`config.mk`:
```
export PLATFORM = sky130hd
export DESIGN_NAME = pwm_3ph_deadtime_flat
export DESIGN_NICKNAME = d
export VERILOG_FILES = /design/src/rtl/pwm_3ph_deadtime_if.sv /design/src/rtl/pwm_3ph_deadtime.sv /design/src/flat_wrapper.sv
export SDC_FILE = /design/constraint.sdc
export NUM_CORES = 1
export LEC_CHECK = 0
export ABC_AREA = 1
export ABC_CLOCK_PERIOD_IN_PS = 4720
export CAP_MARGIN = 20
export CORE_UTILIZATION = 35
export CTS_CLUSTER_SIZE = 10
export DETAILED_ROUTE_END_ITERATION = 10
export PLACE_DENSITY = 0.6
export SLEW_MARGIN = 20
export SYNTH_ARGS = -nofsm -noshare
export SYNTH_HDL_FRONTEND = slang
export SYNTH_SLANG_ARGS = --single-unit
```
`constraint.sdc`:
```
create_clock -name clk -period 4.72 [get_ports clk]
set_clock_uncertainty 0.2 [all_clocks]
set_input_delay 0.944 -clock clk [delete_from_list [all_inputs] [get_ports clk]]
set_output_delay 0.944 -clock clk [all_outputs]
set_load 0.01 [all_outputs]
```
`src/rtl/pwm_3ph_deadtime_if.sv`:
```
// Control and gate-drive bundle for the three-phase dead-time PWM.
// The master side supplies enable and reference levels. The slave side returns
// the six gate drives, the period sync pulse and the carrier value.
interface pwm_3ph_deadtime_if;
  logic        en;
  logic [15:0] ref1;
  logic [15:0] ref2;
  logic [15:0] ref3;
  logic        hi1;
  logic        lo1;
  logic        hi2;
  logic        lo2;
  logic        hi3;
  logic        lo3;
  logic        sync;
  logic [15:0] carrier;

  modport master (
    output en, ref1, ref2, ref3,
    input  hi1, lo1, hi2, lo2, hi3, lo3, sync, carrier
  );

  modport slave (
    input  en, ref1, ref2, ref3,
    output hi1, lo1, hi2, lo2, hi3, lo3, sync, carrier
  );
endinterface

```
`src/rtl/pwm_3ph_deadtime.sv`:
```
// Three-phase PWM generator with a symmetric triangular carrier.
// Each phase compares its period-latched reference against the carrier.
// Each phase drives a complementary high/low gate pair.
// A per-phase dead-time FSM keeps both gates of a pair low around every switch.
module pwm_3ph_deadtime #(
  parameter int unsigned STEP      = 64,
  parameter int unsigned DEAD_TIME = 8,
  parameter int unsigned DT_WIDTH  = 8
) (
  input logic                clk,
  input logic                rst,
  pwm_3ph_deadtime_if.slave  bus
);

  localparam logic [16:0]         StepW      = 17'(STEP);
  localparam logic [16:0]         CarrierTop = 17'h0_ffff;
  localparam logic [DT_WIDTH-1:0] DeadLoad   = DT_WIDTH'(DEAD_TIME);
  localparam logic [DT_WIDTH-1:0] CntOne     = DT_WIDTH'(1);

  typedef enum logic [1:0] {
    StDead = 2'd0,
    StOnHi = 2'd1,
    StOnLo = 2'd2
  } phase_st_e;

  // Carrier and period bookkeeping.
  logic [15:0]       carrier_q, carrier_d;
  logic              dir_down_q, dir_down_d;
  logic              sync_q, sync_d;
  logic [2:0][15:0]  shadow_q, shadow_d;
  logic [16:0]       up_sum;
  logic              at_valley;

  // Compare results and per-phase dead-time FSMs.
  logic [2:0]                raw_q, raw_d;
  phase_st_e                 state_q [3];
  phase_st_e                 state_d [3];
  logic [2:0]                tgt_q, tgt_d;
  logic [2:0][DT_WIDTH-1:0]  cnt_q, cnt_d;

  // The carrier arithmetic is 17 bits wide so that the peak test cannot wrap.
  assign up_sum    = {1'b0, carrier_q} + StepW;
  assign at_valley = dir_down_q && ({1'b0, carrier_q} < StepW);

  // Carrier next state. The valley edge also restarts the period and latches the refs.
  always_comb begin
    carrier_d  = carrier_q;
    dir_down_d = dir_down_q;
    sync_d     = 1'b0;
    shadow_d   = shadow_q;
    if (bus.en) begin
      if (!dir_down_q) begin
        if (up_sum >= CarrierTop) begin
          carrier_d  = 16'hffff;
          dir_down_d = 1'b1;
        end else begin
          carrier_d  = up_sum[15:0];
        end
      end else if (at_valley) begin
        carrier_d  = 16'h0000;
        dir_down_d = 1'b0;
        sync_d     = 1'b1;
        shadow_d   = {bus.ref3, bus.ref2, bus.ref1};
      end else begin
        carrier_d  = carrier_q - StepW[15:0];
      end
    end
  end

  // Carrier, direction, sync and shadow registers.
  always_ff @(posedge clk or posedge rst) begin
    if (rst) begin
      carrier_q  <= 16'h0000;
      dir_down_q <= 1'b0;
      sync_q     <= 1'b0;
      shadow_q   <= '0;
    end else begin
      carrier_q  <= carrier_d;
      dir_down_q <= dir_down_d;
      sync_q     <= sync_d;
      shadow_q   <= shadow_d;
    end
  end

  // Strictly-greater compare, so ref=0 never drives the high side.
  always_comb begin
    raw_d = '0;
    for (int i = 0; i < 3; i++) begin
      raw_d[i] = (shadow_q[i] > carrier_q);
    end
  end

  // Registered compare outputs.
  always_ff @(posedge clk or posedge rst) begin
    if (rst) begin
      raw_q <= '0;
    end else begin
      raw_q <= raw_d;
    end
  end

  // Dead-time FSM next state. A gate turns on only after DEAD_TIME cycles of stable raw.
  always_comb begin
    tgt_d = tgt_q;
    cnt_d = cnt_q;
    for (int i = 0; i < 3; i++) begin
      state_d[i] = state_q[i];
      if (!bus.en) begin
        // A disabled phase parks in dead time and tracks raw, ready to re-arm.
        state_d[i] = StDead;
        tgt_d[i]   = raw_q[i];
        cnt_d[i]   = DeadLoad;
      end else begin
        unique case (state_q[i])
          StOnHi: begin
            if (!raw_q[i]) begin
              state_d[i] = StDead;
              tgt_d[i]   = 1'b0;
              cnt_d[i]   = DeadLoad;
            end
          end
          StOnLo: begin
            if (raw_q[i]) begin
              state_d[i] = StDead;
              tgt_d[i]   = 1'b1;
              cnt_d[i]   = DeadLoad;
            end
          end
          StDead: begin
            if (raw_q[i] != tgt_q[i]) begin
              // A raw glitch inside the dead band restarts the full wait.
              tgt_d[i] = raw_q[i];
              cnt_d[i] = DeadLoad;
            end else if (cnt_q[i] == CntOne) begin
              state_d[i] = tgt_q[i] ? StOnHi : StOnLo;
            end else begin
              cnt_d[i] = cnt_q[i] - CntOne;
            end
          end
          default: begin
            state_d[i] = StDead;
            tgt_d[i]   = raw_q[i];
            cnt_d[i]   = DeadLoad;
          end
        endcase
      end
    end
  end

  // Dead-time FSM state registers. Reset parks every phase in dead time aimed at the low side.
  always_ff @(posedge clk or posedge rst) begin
    if (rst) begin
      for (int i = 0; i < 3; i++) begin
        state_q[i] <= StDead;
      end
      tgt_q <= '0;
      cnt_q <= {3{DeadLoad}};
    end else begin
      for (int i = 0; i < 3; i++) begin
        state_q[i] <= state_d[i];
      end
      tgt_q <= tgt_d;
      cnt_q <= cnt_d;
    end
  end

  // Gates decode straight from the registered state, so a pair can never overlap.
  assign bus.hi1     = (state_q[0] == StOnHi);
  assign bus.lo1     = (state_q[0] == StOnLo);
  assign bus.hi2     = (state_q[1] == StOnHi);
  assign bus.lo2     = (state_q[1] == StOnLo);
  assign bus.hi3     = (state_q[2] == StOnHi);
  assign bus.lo3     = (state_q[2] == StOnLo);
  assign bus.sync    = sync_q;
  assign bus.carrier = carrier_q;

  // Invariants: sync marks the valley, and no pair ever shoots through.
  a_sync_valley: assert property (@(posedge clk) disable iff (rst)
    sync_q |-> (carrier_q == 16'h0000));
  a_no_overlap: assert property (@(posedge clk) disable iff (rst)
    !((bus.hi1 && bus.lo1) || (bus.hi2 && bus.lo2) || (bus.hi3 && bus.lo3)));

endmodule
```
`src/flat_wrapper.sv`:
```
// flat-port wrapper written by rule: the top's interface ports become plain ports
module pwm_3ph_deadtime_flat 
#(
  parameter int unsigned STEP      = 64,
  parameter int unsigned DEAD_TIME = 8,
  parameter int unsigned DT_WIDTH  = 8
)
  (clk, rst, bus_en, bus_ref1, bus_ref2, bus_ref3, bus_hi1, bus_lo1, bus_hi2, bus_lo2, bus_hi3, bus_lo3, bus_sync, bus_carrier);
  pwm_3ph_deadtime_if bus_i ();
  input logic clk;
  input logic rst;
  input wire logic [$bits(bus_i.en)-1:0] bus_en;
  input wire logic [$bits(bus_i.ref1)-1:0] bus_ref1;
  input wire logic [$bits(bus_i.ref2)-1:0] bus_ref2;
  input wire logic [$bits(bus_i.ref3)-1:0] bus_ref3;
  output wire logic [$bits(bus_i.hi1)-1:0] bus_hi1;
  output wire logic [$bits(bus_i.lo1)-1:0] bus_lo1;
  output wire logic [$bits(bus_i.hi2)-1:0] bus_hi2;
  output wire logic [$bits(bus_i.lo2)-1:0] bus_lo2;
  output wire logic [$bits(bus_i.hi3)-1:0] bus_hi3;
  output wire logic [$bits(bus_i.lo3)-1:0] bus_lo3;
  output wire logic [$bits(bus_i.sync)-1:0] bus_sync;
  output wire logic [$bits(bus_i.carrier)-1:0] bus_carrier;
  assign bus_i.en = bus_en;
  assign bus_i.ref1 = bus_ref1;
  assign bus_i.ref2 = bus_ref2;
  assign bus_i.ref3 = bus_ref3;
  assign bus_hi1 = bus_i.hi1;
  assign bus_lo1 = bus_i.lo1;
  assign bus_hi2 = bus_i.hi2;
  assign bus_lo2 = bus_i.lo2;
  assign bus_hi3 = bus_i.hi3;
  assign bus_lo3 = bus_i.lo3;
  assign bus_sync = bus_i.sync;
  assign bus_carrier = bus_i.carrier;
  pwm_3ph_deadtime #(.STEP(STEP), .DEAD_TIME(DEAD_TIME), .DT_WIDTH(DT_WIDTH)) u_core (.clk(clk), .rst(rst), .bus(bus_i));
endmodule
```
==> results.md <==
## Outcome
• **run status** finished, final reports clean

## Synth
• **mapped cell area** 6038 µm²
• **Synthesized Nets** 876
• **number of instances in the synthesized netlist** 759
• **average footprint of a synthesized cell** 7.956 µm²
• **area fraction in and, or, nand and nor cells after synthesis** 0.2654
• **Post-synth EDFFs** 0
• **mux share of post-synthesis cell area** 0
• **area share of fa/ha/maj cells after synthesis** 0.1368
• **main combinational cell family by area after synthesis** simple AND/OR/NAND/NOR gates
• **sequential area share after synthesis** 0.4026
• **count of warnings emitted by yosys** 0
• **leading register cell type out of synthesis** sky130_fd_sc_hd__dfrtp_1
• **post-synthesis compound-gate area fraction** 0.09697
• **post-synth cell types** 39
• **area share of xor/xnor cells in the synthesized design** 0.02901
• **share of flip-flops with an asynchronous set or reset after synthesis** 1.000
• **count of state elements after synthesis** 97

## Finish
• **commonest non-fill, non-tap cell in the layout** sky130_fd_sc_hd__nand2_1
• **Synth-to-Final Area Change** 19.64%
• **Ant. Diodes** 0
• **fraction of layout cells with a size suffix above 1** 0.04458
• **net total in the final layout** 942
• **non-filler cells, final** 1050
• **commonest non-fill, non-tap cells in the layout** 248 x sky130_fd_sc_hd__nand2_1, 94 x sky130_fd_sc_hd__dfrtp_1, 73 x sky130_fd_sc_hd__clkdlybuf4s50_1

## CTS
• **cts hold-fix bufs** 0
• **clk_lat worst skew** 350 ps
• **clock root buffer master** sky130_fd_sc_hd__clkbuf_16
• **CTS H-tree depth** 3
• **CTS tree** done
• **CTS Buf Count** 9
• **clk sinks** 97
• **number of buffers inserted to repair setup after CTS** 0
• **Bufs on Longest Clock Path** 2
• **clock-pin slew on the worst setup and hold paths** 70 ps
• **number of resized instances in the post-cts repair step** 0

## Floorplanning
• **Die H** 133.3 µm
• **Core Region** 16700 µm²
• **area of the die** 17780 µm²
• **Placement Rows** 47
• **Initial Utilization** 0.3616
• **boundary pin count** 74
• **horizontal die dimension** 133.3 µm

## Hold path
• **type of the most critical hold path** flop to flop
• **destination of the worst hold path** u_core.shadow_q[13]
• **Worst Hold Depth** 2
• **startpoint of the lowest-slack hold path** u_core.shadow_q[13]

## GRT
• **total grt overflow** 0
• **number of global-route vias before repair** 4749
• **global-route usage over all layers** 0.1643
• **number of antenna violations at the first check in global routing** 0
• **global-route wire length before repair** 23030 µm
• **maximum number of pins on one net before global-route repair** 63

## STA
• **final setup violation count** 0
• **setup repair after global routing missed its margin** false
• **max_slew headroom** 0.4722
• **Worst Tran Pin Value** 791.7 ps
• **pins over their slew limit** 0
• **number of endpoints with negative hold slack in the final report** 0
• **FMAX** 315.9 MHz
• **total negative setup slack** 0 ps
• **shortest period the worst path allows** 3165 ps
• **final period utilization** 0.6706

## Detailed routing
• **Iteration-0 DRC Markers** 258
• **overall via count from detail_route** 5026
• **detailed-routing iteration count for the pre-antenna-repair pass** 4
• **final routed wire length divided by cell count** 13.19 µm
• **Residual DRC** 0
• **number of nets with antenna violations after routing** 0
• **total wire length after detailed routing** 13850 µm
• **drt via density** 4.787

## Worst setup path
• **internal reg-to-reg setup slack** 1590 ps
• **cell depth of the worst flop-to-flop path** 11
• **largest fanout of any net on the critical path** 53
• **data arrival time of the critical path** 3210 ps
• **startpoint types** primary input
• **capture point of the worst reg-to-reg path** u_core.shadow_q[34]
• **critical path data required time** 4770 ps
• **startpoint of the lowest-slack register-to-register path** u_core.bus.carrier[6]
• **category of the most critical setup path** primary input to flop
• **kind of end point of the critical path** flop

## Place
• **placed cell count** 1034
• **DPL Wire Length** 10130 µm
• **count of input and output buffers** 73
• **Final GP Congestion** 0.8043

## Pwr
• **static leakage** 3.600 nW
• **worst supply voltage drop on vdd** 0.2510 mV
• **pwr dens** 417.2 nW/µm²

## Flow run
• **Max-cap violations** 0

[state kept, by name (all words and copies together) (netlist names)]
signal,flops
u_core.shadow_q,48
u_core.bus.carrier,11
u_core.bus.sync,1
u_core.cnt_q,24
u_core.dir_down_q,1
u_core.state_q,6
u_core.raw_q,3
u_core.tgt_q,3
[cell usage after synthesis, types with 2 or more instances]
| library cell | instances | area, µm² |
|---|---|---|
| sky130_fd_sc_hd__buf_2 | 5 | 25.02 |
| sky130_fd_sc_hd__inv_1 | 64 | 240.2 |
| sky130_fd_sc_hd__buf_6 | 3 | 33.78 |
| sky130_fd_sc_hd__nand2_2 | 3 | 18.77 |
| sky130_fd_sc_hd__dfrtp_1 | 94 | 2352 |
| sky130_fd_sc_hd__a21oi_1 | 36 | 180.2 |
| sky130_fd_sc_hd__nor3_1 | 10 | 50.05 |
| sky130_fd_sc_hd__dfstp_2 | 3 | 78.83 |
| sky130_fd_sc_hd__nor2_1 | 55 | 206.5 |
| sky130_fd_sc_hd__a22oi_1 | 4 | 30.03 |
| sky130_fd_sc_hd__nand4_1 | 10 | 62.56 |
| sky130_fd_sc_hd__nand3_1 | 38 | 190.2 |
| sky130_fd_sc_hd__and2_1 | 2 | 12.51 |
| sky130_fd_sc_hd__nand2_1 | 248 | 930.9 |
| sky130_fd_sc_hd__o21ai_0 | 45 | 225.2 |
| sky130_fd_sc_hd__o21ai_1 | 3 | 15.01 |
| sky130_fd_sc_hd__o31ai_1 | 3 | 22.52 |
| sky130_fd_sc_hd__ha_1 | 66 | 825.8 |
| sky130_fd_sc_hd__a31oi_1 | 6 | 37.54 |
| sky130_fd_sc_hd__o211ai_1 | 5 | 37.54 |
| sky130_fd_sc_hd__a21o_1 | 3 | 22.52 |
| sky130_fd_sc_hd__nor4_1 | 2 | 12.51 |
| sky130_fd_sc_hd__xnor2_1 | 3 | 26.28 |
| sky130_fd_sc_hd__inv_2 | 4 | 15.01 |
| sky130_fd_sc_hd__nor2_4 | 2 | 22.52 |
| sky130_fd_sc_hd__buf_4 | 12 | 90.09 |
| sky130_fd_sc_hd__and3_1 | 2 | 12.51 |
| sky130_fd_sc_hd__xor2_1 | 17 | 148.9 |
[cell families after synthesis]
family	Yosys count
AOI/OAI and AO/OA	107
xor gates and xnor gates	20
adders and majority gates	66
buffers and inverters	91
DFF	97
and+or+nand+nor	378
[power by group]
part           total, mW  leakage [nW]  internal [mW]  switching [mW]
Clock              0.760         0.149          0.440           0.320
Combinational       1.14          2.22          0.456           0.683
Sequential          1.11          1.24          0.980           0.134
Total               3.01          3.60           1.88            1.14
[stage by stage]
step	hold WS [ps]	utilization	total power [mW]	area, µm²	setup WS, ps
CTS	279.9	0.4326	3.045	7224	1516
finish	274.7	0.4326	3.014	7224	1555
detailed placement	263.2	0.4141	2.264	6917	1144
global placement	259.0	0.4141	2.250	6917	1224
global route	295.5	0.4326	3.259	7224	1327
floorplan	245.9	-	1.907	6038	1047
[critical path, stage by stage]
cell and delay, ps:
sky130_fd_sc_hd__clkdlybuf4s50_1 460, sky130_fd_sc_hd__buf_4 290, sky130_fd_sc_hd__inv_1 300, sky130_fd_sc_hd__nor2_8 610, sky130_fd_sc_hd__inv_4 340, sky130_fd_sc_hd__nand2_1 160, sky130_fd_sc_hd__nand2_1 60
[area by class of cell]
class / count / area [µm²]
Clock inverter: 4 / 51.30
Sequential cell: 97 / 2431
Inverter: 70 / 267.8
Tap cell: 220 / 275.3
Fill cell: 1738 / 9477
Multi-Input combinational cell: 571 / 3189
Clock buffer: 12 / 256.5
Timing Repair Buffer: 76 / 753.2
[routing by layer]
metal | up-vias | part of all wire | track usage
li1 | 2603 | - | -
met1 | 2319 | 0.49 | 0.2207
met2 | 90 | 0.46 | 0.2659
met3 | 14 | 0.038 | 0.03501
met4 | 0 | 0.012 | 0.04672
met5 | - | 0 | 0
[worst max-delay path by stage]
stage               slack [ps]   start                      to
finish                    1550  bus_en     u_core.shadow_q[34]
global route              1330  bus_en     u_core.shadow_q[30]
CTS                       1520  bus_en     u_core.shadow_q[30]
detailed placement        1140  bus_en     u_core.shadow_q[40]
global placement          1220  bus_en     u_core.shadow_q[35]
floorplan                 1050     rst  u_core.bus.carrier[10]
Power figures use the tool's default switching activity.
